--- src/rtl/cache_fill_fsm_pkg.sv ---
`default_nettype none
// ============================================================================
// Module   : cache_fill_fsm_pkg
// Purpose  : Shared constants, controller state type and block-address helper
//            for the cache miss fill controller.
// Contents : CACHE_* geometry constants, fill_state_e, block_base().
// Revision : 1.0 - initial release
// ============================================================================
package cache_fill_fsm_pkg;

  localparam int CACHE_ADDR_WIDTH    = 16;
  localparam int CACHE_DATA_WIDTH    = 16;
  localparam int CACHE_BLOCK_WORDS   = 8;
  localparam int CACHE_OFFSET_BITS   = 4;
  localparam int CACHE_WORD_IDX_BITS = $clog2(CACHE_BLOCK_WORDS);

  typedef enum logic [0:0] {
    IDLE = 1'b0,
    FILL = 1'b1
  } fill_state_e;

  // Clears the byte-offset bits so the result points at word 0 of the block.
  // Kept 32 bits wide so any address width up to 32 can use it.
  function automatic logic [31:0] block_base(input logic [31:0] addr,
                                             input int unsigned off_bits);
    logic [31:0] mask;
    mask = ~((32'd1 << off_bits) - 32'd1);
    return addr & mask;
  endfunction

endpackage : cache_fill_fsm_pkg
`default_nettype wire

--- src/rtl/cache_fill_fsm_if.sv ---
`default_nettype none
// ============================================================================
// Module   : cache_fill_fsm_if
// Purpose  : Bundle of the cache-side miss signals, memory request/response
//            bus and cache array write port used by the fill controller.
// Modports : master - the fill controller (drives requests and array writes)
//            slave  - cache pipeline plus main memory (drives miss and data)
// Revision : 1.0 - initial release
// ============================================================================
interface cache_fill_fsm_if #(
  parameter int ADDR_WIDTH    = 16,
  parameter int WORD_IDX_BITS = 3,
  parameter int DATA_WIDTH    = 16
);

  logic                     miss_detected;
  logic [ADDR_WIDTH-1:0]    miss_address;
  logic                     fsm_busy;
  logic                     mem_enable;
  logic                     mem_wr;
  logic [ADDR_WIDTH-1:0]    mem_addr;
  logic [DATA_WIDTH-1:0]    memory_data;
  logic                     memory_data_valid;
  logic                     write_data_array;
  logic [WORD_IDX_BITS-1:0] word_index;
  logic [DATA_WIDTH-1:0]    fill_data;
  logic                     write_tag_array;

  modport master (
    input  miss_detected, miss_address, memory_data, memory_data_valid,
    output fsm_busy, mem_enable, mem_wr, mem_addr,
           write_data_array, word_index, fill_data, write_tag_array
  );

  modport slave (
    output miss_detected, miss_address, memory_data, memory_data_valid,
    input  fsm_busy, mem_enable, mem_wr, mem_addr,
           write_data_array, word_index, fill_data, write_tag_array
  );

endinterface : cache_fill_fsm_if
`default_nettype wire

--- src/rtl/cache_fill_fsm_counter.sv ---
`default_nettype none
// ============================================================================
// Module   : cache_word_counter
// Purpose  : Saturating word counter for one side (request or response) of a
//            block fill. Counts 0..LIMIT and then holds.
// Ports    : clk, rst      - clock, synchronous active-high reset
//            clear_i       - restart the count at zero (new fill)
//            inc_i         - advance by one word
//            count_o       - current count
//            done_o        - count has reached LIMIT
// Revision : 1.0 - initial release
// ============================================================================
module cache_word_counter #(
  parameter int WIDTH = 4,
  parameter int LIMIT = 8
) (
  input  logic             clk,
  input  logic             rst,
  input  logic             clear_i,
  input  logic             inc_i,
  output logic [WIDTH-1:0] count_o,
  output logic             done_o
);

  logic [WIDTH-1:0] count_q;
  logic             w_done;

  assign w_done = (count_q == WIDTH'(LIMIT));

  always_ff @(posedge clk) begin
    if (rst || clear_i) begin
      count_q <= '0;
    end else if (inc_i && !w_done) begin
      count_q <= count_q + 1'b1;
    end
  end

  assign count_o = count_q;
  assign done_o  = w_done;

endmodule : cache_word_counter
`default_nettype wire

--- src/rtl/cache_fill_fsm.sv ---
`default_nettype none
// ============================================================================
// Module   : cache_fill_fsm
// Purpose  : Cache miss fill controller. On a miss it streams one memory read
//            per cycle for every word of the block, writes each returned word
//            into the data array as it arrives, and writes the tag array with
//            the last word before returning to idle.
// Ports    : clk      - system clock
//            rst      - synchronous active-high reset
//            fill_bus - cache_fill_fsm_if.master (miss in, memory bus, array
//                       write port out)
// Options  : CACHE_CRITICAL_WORD_FIRST_EN - when defined, the fill starts at
//            the missing word and wraps around the block; otherwise word 0
//            is fetched first.
// Revision : 1.0 - initial release
// ============================================================================
module cache_fill_fsm
  import cache_fill_fsm_pkg::*;
#(
  parameter int ADDR_WIDTH  = CACHE_ADDR_WIDTH,
  parameter int BLOCK_WORDS = CACHE_BLOCK_WORDS,
  parameter int OFFSET_BITS = CACHE_OFFSET_BITS
) (
  input  logic             clk,
  input  logic             rst,
  cache_fill_fsm_if.master fill_bus
);

  localparam int WORD_IDX_BITS = OFFSET_BITS - 1;

  fill_state_e              state_q;
  logic [ADDR_WIDTH-1:0]    base_q;
  logic [WORD_IDX_BITS-1:0] start_q;

  logic [OFFSET_BITS-1:0]   w_req_cnt;
  logic [OFFSET_BITS-1:0]   w_rsp_cnt;
  logic                     w_req_done;
  logic                     w_rsp_done;
  logic                     w_fill;
  logic                     w_accept;
  logic                     w_req_en;
  logic                     w_rsp_en;
  logic                     w_last_rsp;
  logic [ADDR_WIDTH-1:0]    w_miss_base;
  logic [WORD_IDX_BITS-1:0] w_miss_start;
  logic [WORD_IDX_BITS-1:0] w_req_word;
  logic [WORD_IDX_BITS-1:0] w_rsp_word;

  assign w_miss_base = ADDR_WIDTH'(block_base(32'(fill_bus.miss_address),
                                              OFFSET_BITS));

`ifdef CACHE_CRITICAL_WORD_FIRST_EN
  assign w_miss_start = fill_bus.miss_address[OFFSET_BITS-1:1];
`else
  assign w_miss_start = '0;
`endif

  // Outputs are forced quiet while reset is held, even before the state
  // register has been cleared.
  assign w_fill     = (state_q == FILL) && !rst;
  assign w_accept   = (state_q == IDLE) && fill_bus.miss_detected;
  assign w_req_en   = w_fill && !w_req_done;
  // A valid beyond the last expected word cannot be produced by the memory;
  // masking it with w_rsp_done keeps the counter and array safe regardless.
  assign w_rsp_en   = w_fill && fill_bus.memory_data_valid && !w_rsp_done;
  assign w_last_rsp = w_rsp_en && (w_rsp_cnt == OFFSET_BITS'(BLOCK_WORDS - 1));

  // Word position inside the block wraps naturally at WORD_IDX_BITS, giving
  // the modulo-BLOCK_WORDS rotation for critical-word-first ordering.
  assign w_req_word = start_q + w_req_cnt[WORD_IDX_BITS-1:0];
  assign w_rsp_word = start_q + w_rsp_cnt[WORD_IDX_BITS-1:0];

  cache_word_counter #(
    .WIDTH (OFFSET_BITS),
    .LIMIT (BLOCK_WORDS)
  ) u_req_counter (
    .clk     (clk),
    .rst     (rst),
    .clear_i (w_accept),
    .inc_i   (w_req_en),
    .count_o (w_req_cnt),
    .done_o  (w_req_done)
  );

  cache_word_counter #(
    .WIDTH (OFFSET_BITS),
    .LIMIT (BLOCK_WORDS)
  ) u_rsp_counter (
    .clk     (clk),
    .rst     (rst),
    .clear_i (w_accept),
    .inc_i   (w_rsp_en),
    .count_o (w_rsp_cnt),
    .done_o  (w_rsp_done)
  );

  always_ff @(posedge clk) begin
    if (rst) begin
      state_q <= IDLE;
      base_q  <= '0;
      start_q <= '0;
    end else begin
      case (state_q)
        IDLE: begin
          if (fill_bus.miss_detected) begin
            base_q  <= w_miss_base;
            start_q <= w_miss_start;
            state_q <= FILL;
          end
        end
        FILL: begin
          // Misses seen here are dropped; the cache re-presents them once
          // the stall is released.
          if (w_last_rsp) begin
            state_q <= IDLE;
          end
        end
        default: state_q <= IDLE;
      endcase
    end
  end

  assign fill_bus.fsm_busy         = w_fill;
  assign fill_bus.mem_enable       = w_req_en;
  assign fill_bus.mem_wr           = 1'b0;
  assign fill_bus.mem_addr         = w_req_en ?
                                     base_q + ADDR_WIDTH'({w_req_word, 1'b0}) :
                                     '0;
  assign fill_bus.write_data_array = w_rsp_en;
  assign fill_bus.word_index       = w_rsp_en ? w_rsp_word : '0;
  assign fill_bus.fill_data        = fill_bus.memory_data;
  assign fill_bus.write_tag_array  = w_last_rsp;

endmodule : cache_fill_fsm
`default_nettype wire

--- src/flat_wrapper.sv ---
// flat-port wrapper written by rule: the top's interface ports become plain ports
module cache_fill_fsm_flat import cache_fill_fsm_pkg::*;
#(
  parameter int ADDR_WIDTH  = CACHE_ADDR_WIDTH,
  parameter int BLOCK_WORDS = CACHE_BLOCK_WORDS,
  parameter int OFFSET_BITS = CACHE_OFFSET_BITS
)
  (clk, rst, fill_bus_miss_detected, fill_bus_miss_address, fill_bus_memory_data, fill_bus_memory_data_valid, fill_bus_fsm_busy, fill_bus_mem_enable, fill_bus_mem_wr, fill_bus_mem_addr, fill_bus_write_data_array, fill_bus_word_index, fill_bus_fill_data, fill_bus_write_tag_array);
  cache_fill_fsm_if #(.ADDR_WIDTH(ADDR_WIDTH), .WORD_IDX_BITS(3), .DATA_WIDTH(16)) fill_bus_i ();
  input  logic clk;
  input  logic rst;
  input wire logic [$bits(fill_bus_i.miss_detected)-1:0] fill_bus_miss_detected;
  input wire logic [$bits(fill_bus_i.miss_address)-1:0] fill_bus_miss_address;
  input wire logic [$bits(fill_bus_i.memory_data)-1:0] fill_bus_memory_data;
  input wire logic [$bits(fill_bus_i.memory_data_valid)-1:0] fill_bus_memory_data_valid;
  output wire logic [$bits(fill_bus_i.fsm_busy)-1:0] fill_bus_fsm_busy;
  output wire logic [$bits(fill_bus_i.mem_enable)-1:0] fill_bus_mem_enable;
  output wire logic [$bits(fill_bus_i.mem_wr)-1:0] fill_bus_mem_wr;
  output wire logic [$bits(fill_bus_i.mem_addr)-1:0] fill_bus_mem_addr;
  output wire logic [$bits(fill_bus_i.write_data_array)-1:0] fill_bus_write_data_array;
  output wire logic [$bits(fill_bus_i.word_index)-1:0] fill_bus_word_index;
  output wire logic [$bits(fill_bus_i.fill_data)-1:0] fill_bus_fill_data;
  output wire logic [$bits(fill_bus_i.write_tag_array)-1:0] fill_bus_write_tag_array;
  assign fill_bus_i.miss_detected = fill_bus_miss_detected;
  assign fill_bus_i.miss_address = fill_bus_miss_address;
  assign fill_bus_i.memory_data = fill_bus_memory_data;
  assign fill_bus_i.memory_data_valid = fill_bus_memory_data_valid;
  assign fill_bus_fsm_busy = fill_bus_i.fsm_busy;
  assign fill_bus_mem_enable = fill_bus_i.mem_enable;
  assign fill_bus_mem_wr = fill_bus_i.mem_wr;
  assign fill_bus_mem_addr = fill_bus_i.mem_addr;
  assign fill_bus_write_data_array = fill_bus_i.write_data_array;
  assign fill_bus_word_index = fill_bus_i.word_index;
  assign fill_bus_fill_data = fill_bus_i.fill_data;
  assign fill_bus_write_tag_array = fill_bus_i.write_tag_array;
  cache_fill_fsm #(.ADDR_WIDTH(ADDR_WIDTH), .BLOCK_WORDS(BLOCK_WORDS), .OFFSET_BITS(OFFSET_BITS)) u_core (.clk(clk), .rst(rst), .fill_bus(fill_bus_i));
endmodule
--- config.mk ---
export PLATFORM = sky130hd
export DESIGN_NAME = cache_fill_fsm_flat
export DESIGN_NICKNAME = d
export VERILOG_FILES = /design/src/rtl/cache_fill_fsm_pkg.sv /design/src/rtl/cache_fill_fsm_if.sv /design/src/rtl/cache_fill_fsm_counter.sv /design/src/rtl/cache_fill_fsm.sv /design/src/flat_wrapper.sv
export SDC_FILE = /design/constraint.sdc
export NUM_CORES = 1
export LEC_CHECK = 0
export ABC_AREA = 1
export BUFFER_PORTS_ARGS = -buffer_cell sky130_fd_sc_hd__buf_2
export CORE_ASPECT_RATIO = 1.25
export CORE_MARGIN = 2
export CORE_UTILIZATION = 42
export CTS_CLUSTER_SIZE = 20
export DETAILED_ROUTE_END_ITERATION = 8
export PLACE_DENSITY = 0.9
export RECOVER_POWER = 25
export SLEW_MARGIN = 20
export SYNTH_ARGS = -nofsm -noshare
export SYNTH_HDL_FRONTEND = slang
export SYNTH_SLANG_ARGS = --single-unit
--- constraint.sdc ---
create_clock -name clk -period 1.7 [get_ports clk]
set_input_delay 0.51 -clock clk [delete_from_list [all_inputs] [get_ports clk]]
set_output_delay 0.51 -clock clk [all_outputs]
set_load 0.05 [all_outputs]
# After elaboration in Yosys (flattened, before gate mapping)
# Cells that the tools add are included.
dict set report word_totals {
  output_inout_bits 40
  regBits 21
  in_bits 36
}
dict set report op_classes {
  reduce_logical 13
  addsub 3
  n_mux 5
  n_eq_ne 3
  bitwise_logic 1
}
# cell n
set ops {}
lappend ops {{$add A16 B4 Y16} 1}
lappend ops {{$mux W16} 1}
lappend ops {{$add A4 B1 Y4 const B} 2}
lappend ops {{$eq A4 B4 Y1 const B} 2}
lappend ops {{$logic_and A1 B1 Y1} 8}
lappend ops {{$eq A4 B3 Y1 const B} 1}
lappend ops {{$logic_not A1 Y1} 3}
lappend ops {{$mux W3} 1}
lappend ops {{$mux W1} 2}
lappend ops {{$pmux W1 S2} 1}
lappend ops {{$reduce_and A2 Y1} 1}
lappend ops {{$logic_or A1 B1 Y1} 1}
lappend ops {{$not A1 Y1} 1}

# Depth between registers and ports, before layout
dict set report depth {
  ltp_word 7
  ltp_mapped 7
  mapped_depth_nobuf 7
}

# Modules after synthesis
# A second synthesis with hierarchy kept.
dict set report hier_totals {
  hier_cells 183
  area_unflattened_um2 1227.4
}
# module cells_per_inst area_each_um2 instances
set modules_own_cells {}
lappend modules_own_cells {cache_fill_fsm 117 779.5 1}
lappend modules_own_cells {cache_word_counter 33 224.0 2}

# Worst setup path after synthesis
# Ideal clock, no wire load.
dict set report synth_path {
  path_kind {in2out}
  startpoint {input port rst}
  endpoint {output port fill_bus_mem_addr[10]}
  path_slack_ns -0.657
  path_stages 4
  required_ns 1.190
  arrival_ns 1.847
  path_buffers 1
  path_cell_list {nor2_4 > nand2_2 > buf_2 > nor2_1}
}
dict set report synth_via {
  elab_chain_len 4
}
# item line
set synth_rtl {}
lappend synth_rtl {{start: declaration} flat_wrapper.sv:11} ;# input logic rst;
lappend synth_rtl {{$logic_not A1 Y1} cache_fill_fsm.sv:60} ;# assign w_fill = (state_q == FILL) && !rst;
lappend synth_rtl {{$logic_and A1 B1 Y1} cache_fill_fsm.sv:60}
lappend synth_rtl {{$logic_and A1 B1 Y1} cache_fill_fsm.sv:62} ;# assign w_req_en = w_fill && !w_req_done;
lappend synth_rtl {{$mux W16} cache_fill_fsm.sv:126} ;# assign fill_bus.mem_addr = w_req_en ?
lappend synth_rtl {{end: declaration} flat_wrapper.sv:19} ;# output wire logic [$bits(fill_bus_i.mem_addr)-1:0] fill_bus_mem_addr;
# Every way passes these cells.

# Final worst setup path
dict set report layout_path {
  startpoint {register u_core.u_req_counter.count_q[1] (netlist: u_core.u_req_counter.count_o[1])}
  endpoint {output port fill_bus_mem_addr[1]}
}
dict set report layout_via {
  elab_chain_len 4
}
# item line
set layout_rtl {}
lappend layout_rtl {{start: declaration} cache_fill_fsm_counter.sv:25} ;# logic [WIDTH-1:0] count_q;
lappend layout_rtl {{start signal: assignment} cache_fill_fsm_counter.sv:34} ;# count_q <= count_q + 1'b1;
lappend layout_rtl {{$eq A4 B4 Y1} cache_fill_fsm_counter.sv:28} ;# assign w_done = (count_q == WIDTH'(LIMIT));
lappend layout_rtl {{$logic_not A1 Y1} cache_fill_fsm.sv:62}
lappend layout_rtl {{$logic_and A1 B1 Y1} cache_fill_fsm.sv:62}
lappend layout_rtl {{$mux W16} cache_fill_fsm.sv:126}
# Every way passes these cells.

==> impl_results.md <==
- Arr. time, crit path: 1520 ps
- Final-report max-slew violation count: 0
- Buffers & Inverters on Critical Path: 3
- WS Path Type: flip-flop to output port
- # diodes: 0
- Final WL: 3.729 mm
- Main flop type after synthesis: dfxtp_1
- Share of layout cells above drive strength 1: 55.66%
- Max VDD drop: 0.3944 mV
- Status: complete, but fails checks
- Initial core utilization: 43.70%
- Die Wd: 51.23 um
- Die Ht: 63.04 um
- Pint: 701.3 uW
- Synth async-reset ratio: 0%
- Final Hold Fails: 0
- Vias per inst: 4.957
- Delay-heaviest family, CP: buffers and inverters
- Clk slew on worst S/H paths: 120 ps
- FMAX: 0.4920 GHz
- FF-to-FF setup slack: 310 ps
- WHS Path Cells: 3
- Final setup viols: 22
- Die ar.: 3230 sq um
- Routability cong.: 0.7726
- RSZ-0062 raised after global routing: yes
- Total of max-cap violations: 0
- EDFF count, synth: 0
- Comb power frac: 25.5%
- Worst Hold Path EP: u_core.base_q[7]
- Drt first pass iters: 5
- Crit. End Element: output port
- Critical-path cell list: inv_2 > ha_4 > nand3_4 > nand2_8 > buf_8 > nor2_4 > buf_6
- Leakage Power: 0.8177 nW
- Power density cells: 513.1 nW/um^2
- Clock skew: 5.285 ps
- HP Class: input port to flip-flop
- Gate Count Post-Synth: 168
- Reg power frac: 50.7%
- Longest Clk Path Bufs: 2
- Clk network pwr share: 23.7%
- Cts bufs inserted: 3
- First-pass GRT wire length: 5.540 mm
- Worst skew pair latency: 310 ps
- Startpoint types: flip-flop
- Worst endpoint required time: 1190 ps
- Sw Ratio: 31.81%
- Root Driver: clkbuf_4
- Seq/Total Area, Yosys: 35.90%
- TritonCTS clock tree: yes
- Worst path slowest cell: dfxtp_2
- Max incr delay on CP: 360 ps
- WL per Instance: 14.62 um
- Largest net degree at the start of global routing: 19
- Crit Reg-Reg Startpoint: u_core.u_req_counter.count_o[1]
- Total core area: 2680 sq um
- Buffers on Ports: 37
- Number of H-tree levels: 1
- Layout Area Growth over Synthesis: 71.15%
- CTS Hold Buffers Added: 0
- Total chip power: 1.028 mW
- Worst-path fanout max: 5
- Post-layout nets: 262
- Fin crit share: 119.5%
- Final setup margin: -332.3 ps
- Failing checks: negative setup slack
- Initial antenna violation count: 0
- Mapped cell area: 1171 sq um
- Final Critical Period: 2032 ps
- Yosys reg bits: 21
- Leading cell types in the layout, fill and taps excluded: buf_4 (27), nor2_4 (21), buf_6 (21)
- Remaining DRCs: 0
- DPL Wire Length: 1.961 mm
- Final design utilization: 74.79%
- Vias: 1,264
- FP Rows: 21
- Most common cell after layout, fill and taps aside: buf_4
- GRT Total Usage: 22.52%
- Cells on worst reg2reg path: 9
- Synth Warn #: 0
- Synth Area per Inst: 6.971 sq um
- DRT iter0 DRCs: 39
- Antenna viol nets, final: 0
- Clock Sinks: 21
- Min-delay src: fill_bus_miss_address[7]
- I/O pins: 76
- Vias in the first global route: 1,226
- Net Sw Power: 327.2 uW
- Grt ovf: 0
- Worst flop-to-flop path endpoint: u_core.u_req_counter.count_o[0]
- Synth cell types: 21
worst min-delay path: cells and delay by family:
kind / cells / cell delay [ps]
buffers and inverters: 1 / 70
AND/OR/NAND/NOR: 1 / 60
AO/OA/AOI/OAI: 1 / 60
metrics by stage:
step / worst slack, ps / instances / hold WS (ps) / instance area (sq um) / setup TNS, ps
finish: -332.3 / 255 / 421.6 / 2004 / -5489
global route: -376.5 / 255 / 415.0 / 2004 / -6614
CTS: -268.7 / 250 / 422.3 / 1907 / -4859
detailed placement: -192.5 / 240 / 485.1 / 1521 / -2967
global placement: -167.4 / 240 / 481.2 / 1521 / -2454
floorplan: -280.6 / 169 / 457.4 / 1280 / -4762
power by group through the flow:
stage	Clock [mW]	Combinational, mW	Sequential [mW]
after floorplan	0	0.238	0.532
after global placement	0	0.195	0.532
after detailed placement	0	0.199	0.533
after CTS	0.249	0.241	0.522
after global routing	0.273	0.279	0.524
final	0.244	0.263	0.522
Yosys cell counts, types with 3 or more instances:
cell type,n,share of area (%)
nor2_1,27,8.7
o21ai_0,8,3.4
inv_2,6,1.9
nand3_1,17,7.3
a21oi_1,5,2.1
o21ai_1,5,2.1
buf_2,3,1.3
buf_4,18,12
nand2_1,17,5.4
nor2_2,3,1.6
dfxtp_1,21,36
inv_1,23,7.4
ha_1,4,4.3
kinds of logic after synthesis:
family,after synthesis,synth area share (%)
fa+ha+maj,4,4.274
other cells,1,0.3202
flops,21,35.90
simple gates,72,28.63
buf+inv,51,22.43
compound gates,18,7.692
xor+xnor,1,0.7480
routing by layer:
metal,global-route usage [%],vias up,share of wire [%]
li1,-,610,-
met1,27.92,596,38
met2,38.31,47,55
met3,3.589,11,5.4
met4,8.553,0,2.0
met5,0,-,0
state kept, by name, summed over array words and instances (netlist names):
signal,flops
u_core.u_req_counter.count_o,4
u_core.state_q,1
u_core.u_rsp_counter.count_o,4
u_core.base_q,12
worst max-delay path by stage:
stage / startpoint / endpoint / slack, ps / depth (start not counted)
2_1_floorplan: rst / fill_bus_mem_addr[10] / -280 / 4
3_3_place_gp: rst / fill_bus_mem_addr[1] / -170 / 6
3_5_place_dp: rst / fill_bus_mem_addr[1] / -190 / 6
4_1_cts: u_core.u_req_counter.count_o[1] / fill_bus_mem_addr[6] / -270 / 7
5_1_grt: u_core.u_req_counter.count_o[1] / fill_bus_mem_addr[1] / -380 / 7
6_report: u_core.u_req_counter.count_o[1] / fill_bus_mem_addr[1] / -330 / 7
repair_timing:
item / 4_1_cts / 5_1_grt
gates resized for setup: 84 / 15
cloned: 1 / 0
endpoints found under the setup margin: 22 / 22
setup buffers: 5 / 6
pin swaps: 13 / 7
layout make-up:
cell class	count	area [sq um]
Multi-Input combinational cell	97	744.5
Fill cell	159	675.6
Timing Repair Buffer	70	636.9
Sequential cell	21	434.2
Inverter	29	118.9
Tap cell	34	42.54
Clock buffer	3	22.52
Clock inverter	1	5.005
Note: power is estimated with default switching activity, not from simulation.
